**src/rtl/serial_adder_pkg.sv**
```systemverilog
// Shared definitions for the bit-serial adder/subtractor: FSM state encoding
// and the bit-counter width helper.
package serial_adder_pkg;

  typedef enum logic [1:0] {
    S_IDLE = 2'd0,
    S_RUN  = 2'd1,
    S_DONE = 2'd2
  } state_t;

  // One extra count so the counter can represent WIDTH itself.
  function automatic int cnt_w(input int width);
    return $clog2(width + 1);
  endfunction

endpackage

```
**src/rtl/serial_adder_n_fa_cell.sv**
```systemverilog
// Single-bit full adder: the one arithmetic cell that the serial adder
// iterates LSB-first.
module fa_cell (
  input  logic a,
  input  logic b,
  input  logic ci,
  output logic s,
  output logic co
);

  assign s  = a ^ b ^ ci;
  assign co = (a & b) | (a & ci) | (b & ci);

endmodule

```
**src/rtl/serial_adder_n.sv**
```systemverilog
// Bit-serial WIDTH-bit adder/subtractor. One full-adder cell processes one bit
// per clock; sum, carry-out and signed overflow are registered on completion.
module serial_adder_n
  import serial_adder_pkg::*;
#(
  parameter int WIDTH = 8
) (
  input  logic             clk,
  input  logic             rst_n,
  input  logic             start,
  input  logic             sub,
  input  logic [WIDTH-1:0] a,
  input  logic [WIDTH-1:0] b,
  output logic             busy,
  output logic             done,
  output logic [WIDTH-1:0] sum,
  output logic             co,
  output logic             ovf
);

  localparam int CW = cnt_w(WIDTH);
  localparam logic [CW-1:0] LAST = CW'(WIDTH - 1);

  state_t           r_state;
  logic [WIDTH-1:0] r_a;
  logic [WIDTH-1:0] r_b;
  logic [WIDTH-1:0] r_res;
  logic             r_carry;
  logic [CW-1:0]    r_cnt;
  logic             r_busy;
  logic             r_done;
  logic [WIDTH-1:0] r_sum;
  logic             r_co;
  logic             r_ovf;

  logic             w_s;
  logic             w_c;
  logic [WIDTH-1:0] w_res_next;

  fa_cell u_fa (
    .a  (r_a[0]),
    .b  (r_b[0]),
    .ci (r_carry),
    .s  (w_s),
    .co (w_c)
  );

  // New sum bit enters at the MSB so after WIDTH shifts the LSB sits at bit 0.
  generate
    if (WIDTH == 1) begin : g_res_w1
      assign w_res_next = w_s;
    end else begin : g_res_wn
      assign w_res_next = {w_s, r_res[WIDTH-1:1]};
    end
  endgenerate

  always_ff @(posedge clk or negedge rst_n) begin
    if (!rst_n) begin
      r_state <= S_IDLE;
      r_a     <= '0;
      r_b     <= '0;
      r_res   <= '0;
      r_carry <= 1'b0;
      r_cnt   <= '0;
      r_busy  <= 1'b0;
      r_done  <= 1'b0;
      r_sum   <= '0;
      r_co    <= 1'b0;
      r_ovf   <= 1'b0;
    end else begin
      case (r_state)
        S_IDLE, S_DONE: begin
          r_done <= 1'b0;
          if (start) begin
            r_state <= S_RUN;
            r_busy  <= 1'b1;
            r_a     <= a;
            r_b     <= sub ? ~b : b;
            r_carry <= sub;
            r_cnt   <= '0;
          end else begin
            r_state <= S_IDLE;
          end
        end
        S_RUN: begin
          r_a     <= r_a >> 1;
          r_b     <= r_b >> 1;
          r_res   <= w_res_next;
          r_carry <= w_c;
          r_cnt   <= r_cnt + CW'(1);
          // On the last bit r_carry is the carry into the MSB.
          if (r_cnt == LAST) begin
            r_state <= S_DONE;
            r_busy  <= 1'b0;
            r_done  <= 1'b1;
            r_sum   <= w_res_next;
            r_co    <= w_c;
            r_ovf   <= r_carry ^ w_c;
          end
        end
        default: begin
          r_state <= S_IDLE;
          r_busy  <= 1'b0;
          r_done  <= 1'b0;
        end
      endcase
    end
  end

  assign busy = r_busy;
  assign done = r_done;
  assign sum  = r_sum;
  assign co   = r_co;
  assign ovf  = r_ovf;

endmodule

```
**config.mk**
```make
export PLATFORM = sky130hd
export DESIGN_NAME = serial_adder_n
export DESIGN_NICKNAME = d
export VERILOG_FILES = /design/src/rtl/serial_adder_pkg.sv /design/src/rtl/serial_adder_n_fa_cell.sv /design/src/rtl/serial_adder_n.sv
export SDC_FILE = /design/constraint.sdc
export NUM_CORES = 1
export LEC_CHECK = 0
export BUFFER_PORTS_ARGS = -buffer_cell sky130_fd_sc_hd__buf_2
export CORE_MARGIN = 5
export CORE_UTILIZATION = 50
export CTS_CLUSTER_DIAMETER = 40
export DETAILED_ROUTE_END_ITERATION = 7
export GPL_TIMING_DRIVEN = 0
export MAX_ROUTING_LAYER = met4
export PLACE_DENSITY = 0.72
export SETUP_SLACK_MARGIN = 0.2
export SKIP_LAST_GASP = 1
export SYNTH_ARGS = -nofsm -noshare
export SYNTH_HDL_FRONTEND = slang
export SYNTH_SLANG_ARGS = --single-unit
export TNS_END_PERCENT = 20
```
**constraint.sdc**
```tcl
create_clock -name clk -period 2.4 [get_ports clk]
set_input_delay 0.24 -clock clk [delete_from_list [all_inputs] [get_ports clk]]
set_output_delay 0.24 -clock clk [all_outputs]
set_load 0.05 [all_outputs]
```
==> results.rst <==
.. list-table::
   :header-rows: 1

   * - Metric
     - Value
   * - Run status
     - finished, final reports clean
   * - Number of DRC violations after detailed routing
     - 0
   * - Number of global-route vias before repair
     - 1,225
   * - Layout cell share with drive strength beyond 1
     - 37.3%
   * - Antenna Cells
     - 0
   * - CTS tree
     - yes
   * - Starting Density
     - 50.9%
   * - Clk slew on worst S/H paths
     - 0.08 ns
   * - Critical register-to-register path startpoint
     - r_cnt[0]$_DFFE_PN0P_
   * - Number of buffers inserted during clock tree synthesis
     - 5
   * - Summed negative setup slack over all endpoints
     - 0 ns
   * - Critical register-to-register path endpoint
     - co$_DFFE_PN0P_
   * - Count of flip-flops with a built-in enable after synthesis
     - 0
   * - Commonest cells in the netlist
     - 41 x sky130_fd_sc_hd__dfrtp_1, 11 x sky130_fd_sc_hd__nand2_1, 9 x sky130_fd_sc_hd__mux2_4, 9 x sky130_fd_sc_hd__nand3_1
   * - DR vias
     - 1,207
   * - Final-stage net count
     - 198
   * - Maximum achievable frequency
     - 658 MHz
   * - Final period utilization
     - 63.3%
   * - Global placer's final weighted congestion
     - 0.739
   * - # port buffers
     - 30
   * - Post-synth top area share
     - 55.9%
   * - Total of fill cells in the finished design
     - 313
   * - Die extent in x
     - 70.6 um
   * - Dominant cell by count in the synthesized netlist
     - sky130_fd_sc_hd__dfrtp_1
   * - # Post-CTS Setup Buffers
     - 0
   * - Worst-skew pair later-pin latency
     - 0.30 ns
   * - Worst setup skew after layout
     - 0.00753 ns
   * - Worst Max-Slew Pin Slew
     - 0.903 ns
   * - Average footprint of a synthesized cell
     - 13.2 sq um
   * - Largest driver fanout on the critical path
     - 10
   * - Post-route worst hold slack
     - 0.0658 ns
   * - YS warnings
     - 0
   * - Die extent in y
     - 70.6 um
   * - Remaining global-route overflow
     - 0
   * - RSZ-0062 raised after global routing
     - false
   * - Slew margin rel.
     - 39.8%
   * - Synth area leaders
     - sky130_fd_sc_hd__dfrtp_1 56%, sky130_fd_sc_hd__mux2_4 7.4%, sky130_fd_sc_hd__a221o_1 3.8%
   * - Data required, critical path
     - 2.58 ns
   * - Hpwl dp
     - 2310 um
   * - Post-Synthesis Cells
     - 139
   * - Total number of H-tree levels
     - 2
   * - Post-synthesis to final-layout area growth
     - 16.2%
   * - Max-cap check violation count
     - 0
   * - Yosys top cell by area
     - sky130_fd_sc_hd__dfrtp_1
   * - CTS root buffer
     - sky130_fd_sc_hd__clkbuf_8
   * - Cts-stage hold buffer count
     - 0
   * - Detailed-route wire length
     - 3340 um
   * - Die area
     - 4980 sq um
   * - Summed instance area of the synthesized netlist
     - 1840 sq um
   * - Final Max Slew Viols
     - 0
   * - Placement row count
     - 22
   * - Net count after synthesis
     - 161
   * - Crit path time final
     - 1.52 ns
   * - IR Drop Worst-Case VDD
     - 0.000502 V
   * - Leakage power summed over all cells
     - 1.04 nW
   * - Routed vias/inst
     - 5.36
   * - Predominant post-synthesis flop cell
     - sky130_fd_sc_hd__dfrtp_1
   * - First-pass GRT wire length
     - 5750 um
   * - Worst setup path start
     - r_cnt[0]$_DFFE_PN0P_
   * - Clock Path Buffers
     - 2
   * - Power Dens Cells
     - 1400 nW/um^2
   * - Count of boundary I/O pins
     - 32
   * - Pin count of the biggest net entering global routing
     - 42
   * - Count of cell types in the netlist
     - 29
   * - Hold/Removal Path Class
     - in2async
   * - Post-synth ARST share
     - 100%
   * - Type of the worst setup path
     - reg2reg
   * - Area of the core
     - 3610 sq um
   * - Count of endpoints failing setup in the final report
     - 0
   * - Initial antenna violation count
     - 0
   * - Initial DRC Count
     - 59
   * - Sinks on Clock Net
     - 41
   * - Flop2flop setup slack
     - 0.88 ns
   * - Final count of hold timing violations
     - 0
   * - Number of cells traversed by the worst register-to-register path
     - 5
   * - ANT nets after route
     - 0
   * - Number of resized instances in the post-cts repair step
     - 0
   * - Worst setup SP type
     - register
   * - Sort of element at the end of the critical path
     - register
   * - Register area share after synthesis
     - 55.9%
   * - CP Data Arrival Time
     - 1.70 ns
   * - Overall Power
     - 2.99 mW
   * - Synth Register Bits
     - 41
   * - Detailed-routing iteration count for the pre-antenna-repair pass
     - 4
   * - Overall global routing resource usage
     - 15.1%
   * - Routed WL per cell
     - 14.9 um
   * - Core utilization of the finished layout
     - 59.1%
[critical path, cell delays in order (launching register included)]
cell	delay, ns
sky130_fd_sc_hd__dfrtp_1	0.41
sky130_fd_sc_hd__ha_1	0.21
sky130_fd_sc_hd__nand3b_2	0.18
sky130_fd_sc_hd__nor2_8	0.15
sky130_fd_sc_hd__buf_12	0.15
sky130_fd_sc_hd__mux2_4	0.30
[stage by stage]
stage,std cells,area [sq um],setup slack (ns)
floorplan,139,1840,0.802
global placement,217,2050,0.912
detailed placement,217,2050,0.896
CTS,225,2130,0.872
global route,225,2130,0.806
finish,225,2130,0.880
[where the power goes]
group / switching, mW / internal, mW
combinational: 0.755 / 0.593
sequential: 0.199 / 1.01
clock: 0.239 / 0.201
total: 1.19 / 1.80
[area by class of cell]
class,instances,area [sq um],share of cell area (%)
multi-input cells,89,741,34.7
clock buffers,5,68.8,3.23
repair buffers,30,150,7.04
plain buffers,9,68.8,3.23
well taps,48,60.1,2.82
clock inverters,3,17.5,0.822
flip-flops and latches,41,1030,48.1
[per-layer routing]
layer | vias up | GRT usage [%] | wire [um]
li1 | 569 | - | -
met1 | 582 | 19.6 | 1490
met2 | 48 | 21.8 | 1530
met3 | 8 | 5.11 | 268
met4 | 0 | 6.05 | 60
met5 | - | - | 0
[registers in the layout, indices dropped and copies added, names as in the netlist]
signal and flops:
r_a 8, busy 1, r_state 1, done 1
co 1, r_carry 1, r_b 8, r_cnt 4
r_res 7, ovf 1, sum 8
[cells by family after synthesis]
logic type,synth area share (%)
AOI/OAI and AO/OA,9.54
xor gates and xnor gates,4.29
adders and majority gates,1.77
buffers and inverters,3.75
DFF,55.9
muxes,13.4
and+or+nand+nor,11.4
[placed cells by master (no fill, tap or decap), types with 6 or more instances in the layout]
cell type	netlist	final
sky130_fd_sc_hd__mux2_4	9	9
sky130_fd_sc_hd__xnor2_1	7	7
sky130_fd_sc_hd__nand2_1	11	11
sky130_fd_sc_hd__nand3_1	9	9
sky130_fd_sc_hd__nor2_1	8	8
sky130_fd_sc_hd__a221o_1	7	7
sky130_fd_sc_hd__a22oi_1	8	8
sky130_fd_sc_hd__buf_2	6	36
sky130_fd_sc_hd__dfrtp_1	41	41
sky130_fd_sc_hd__mux2_2	6	6
[how the worst max path moves through the flow]
| stage | to | slack, ns | depth (start not counted) |
|---|---|---|---|
| after floorplan | co$_DFFE_PN0P_ | 0.80 | 5 |
| after global placement | co$_DFFE_PN0P_ | 0.91 | 5 |
| after detailed placement | ovf$_DFFE_PN0P_ | 0.90 | 5 |
| after CTS | co$_DFFE_PN0P_ | 0.87 | 5 |
| after global routing | sum[7]$_DFFE_PN0P_ | 0.81 | 5 |
| final | co$_DFFE_PN0P_ | 0.88 | 5 |
(Power assumes the default switching activity.)
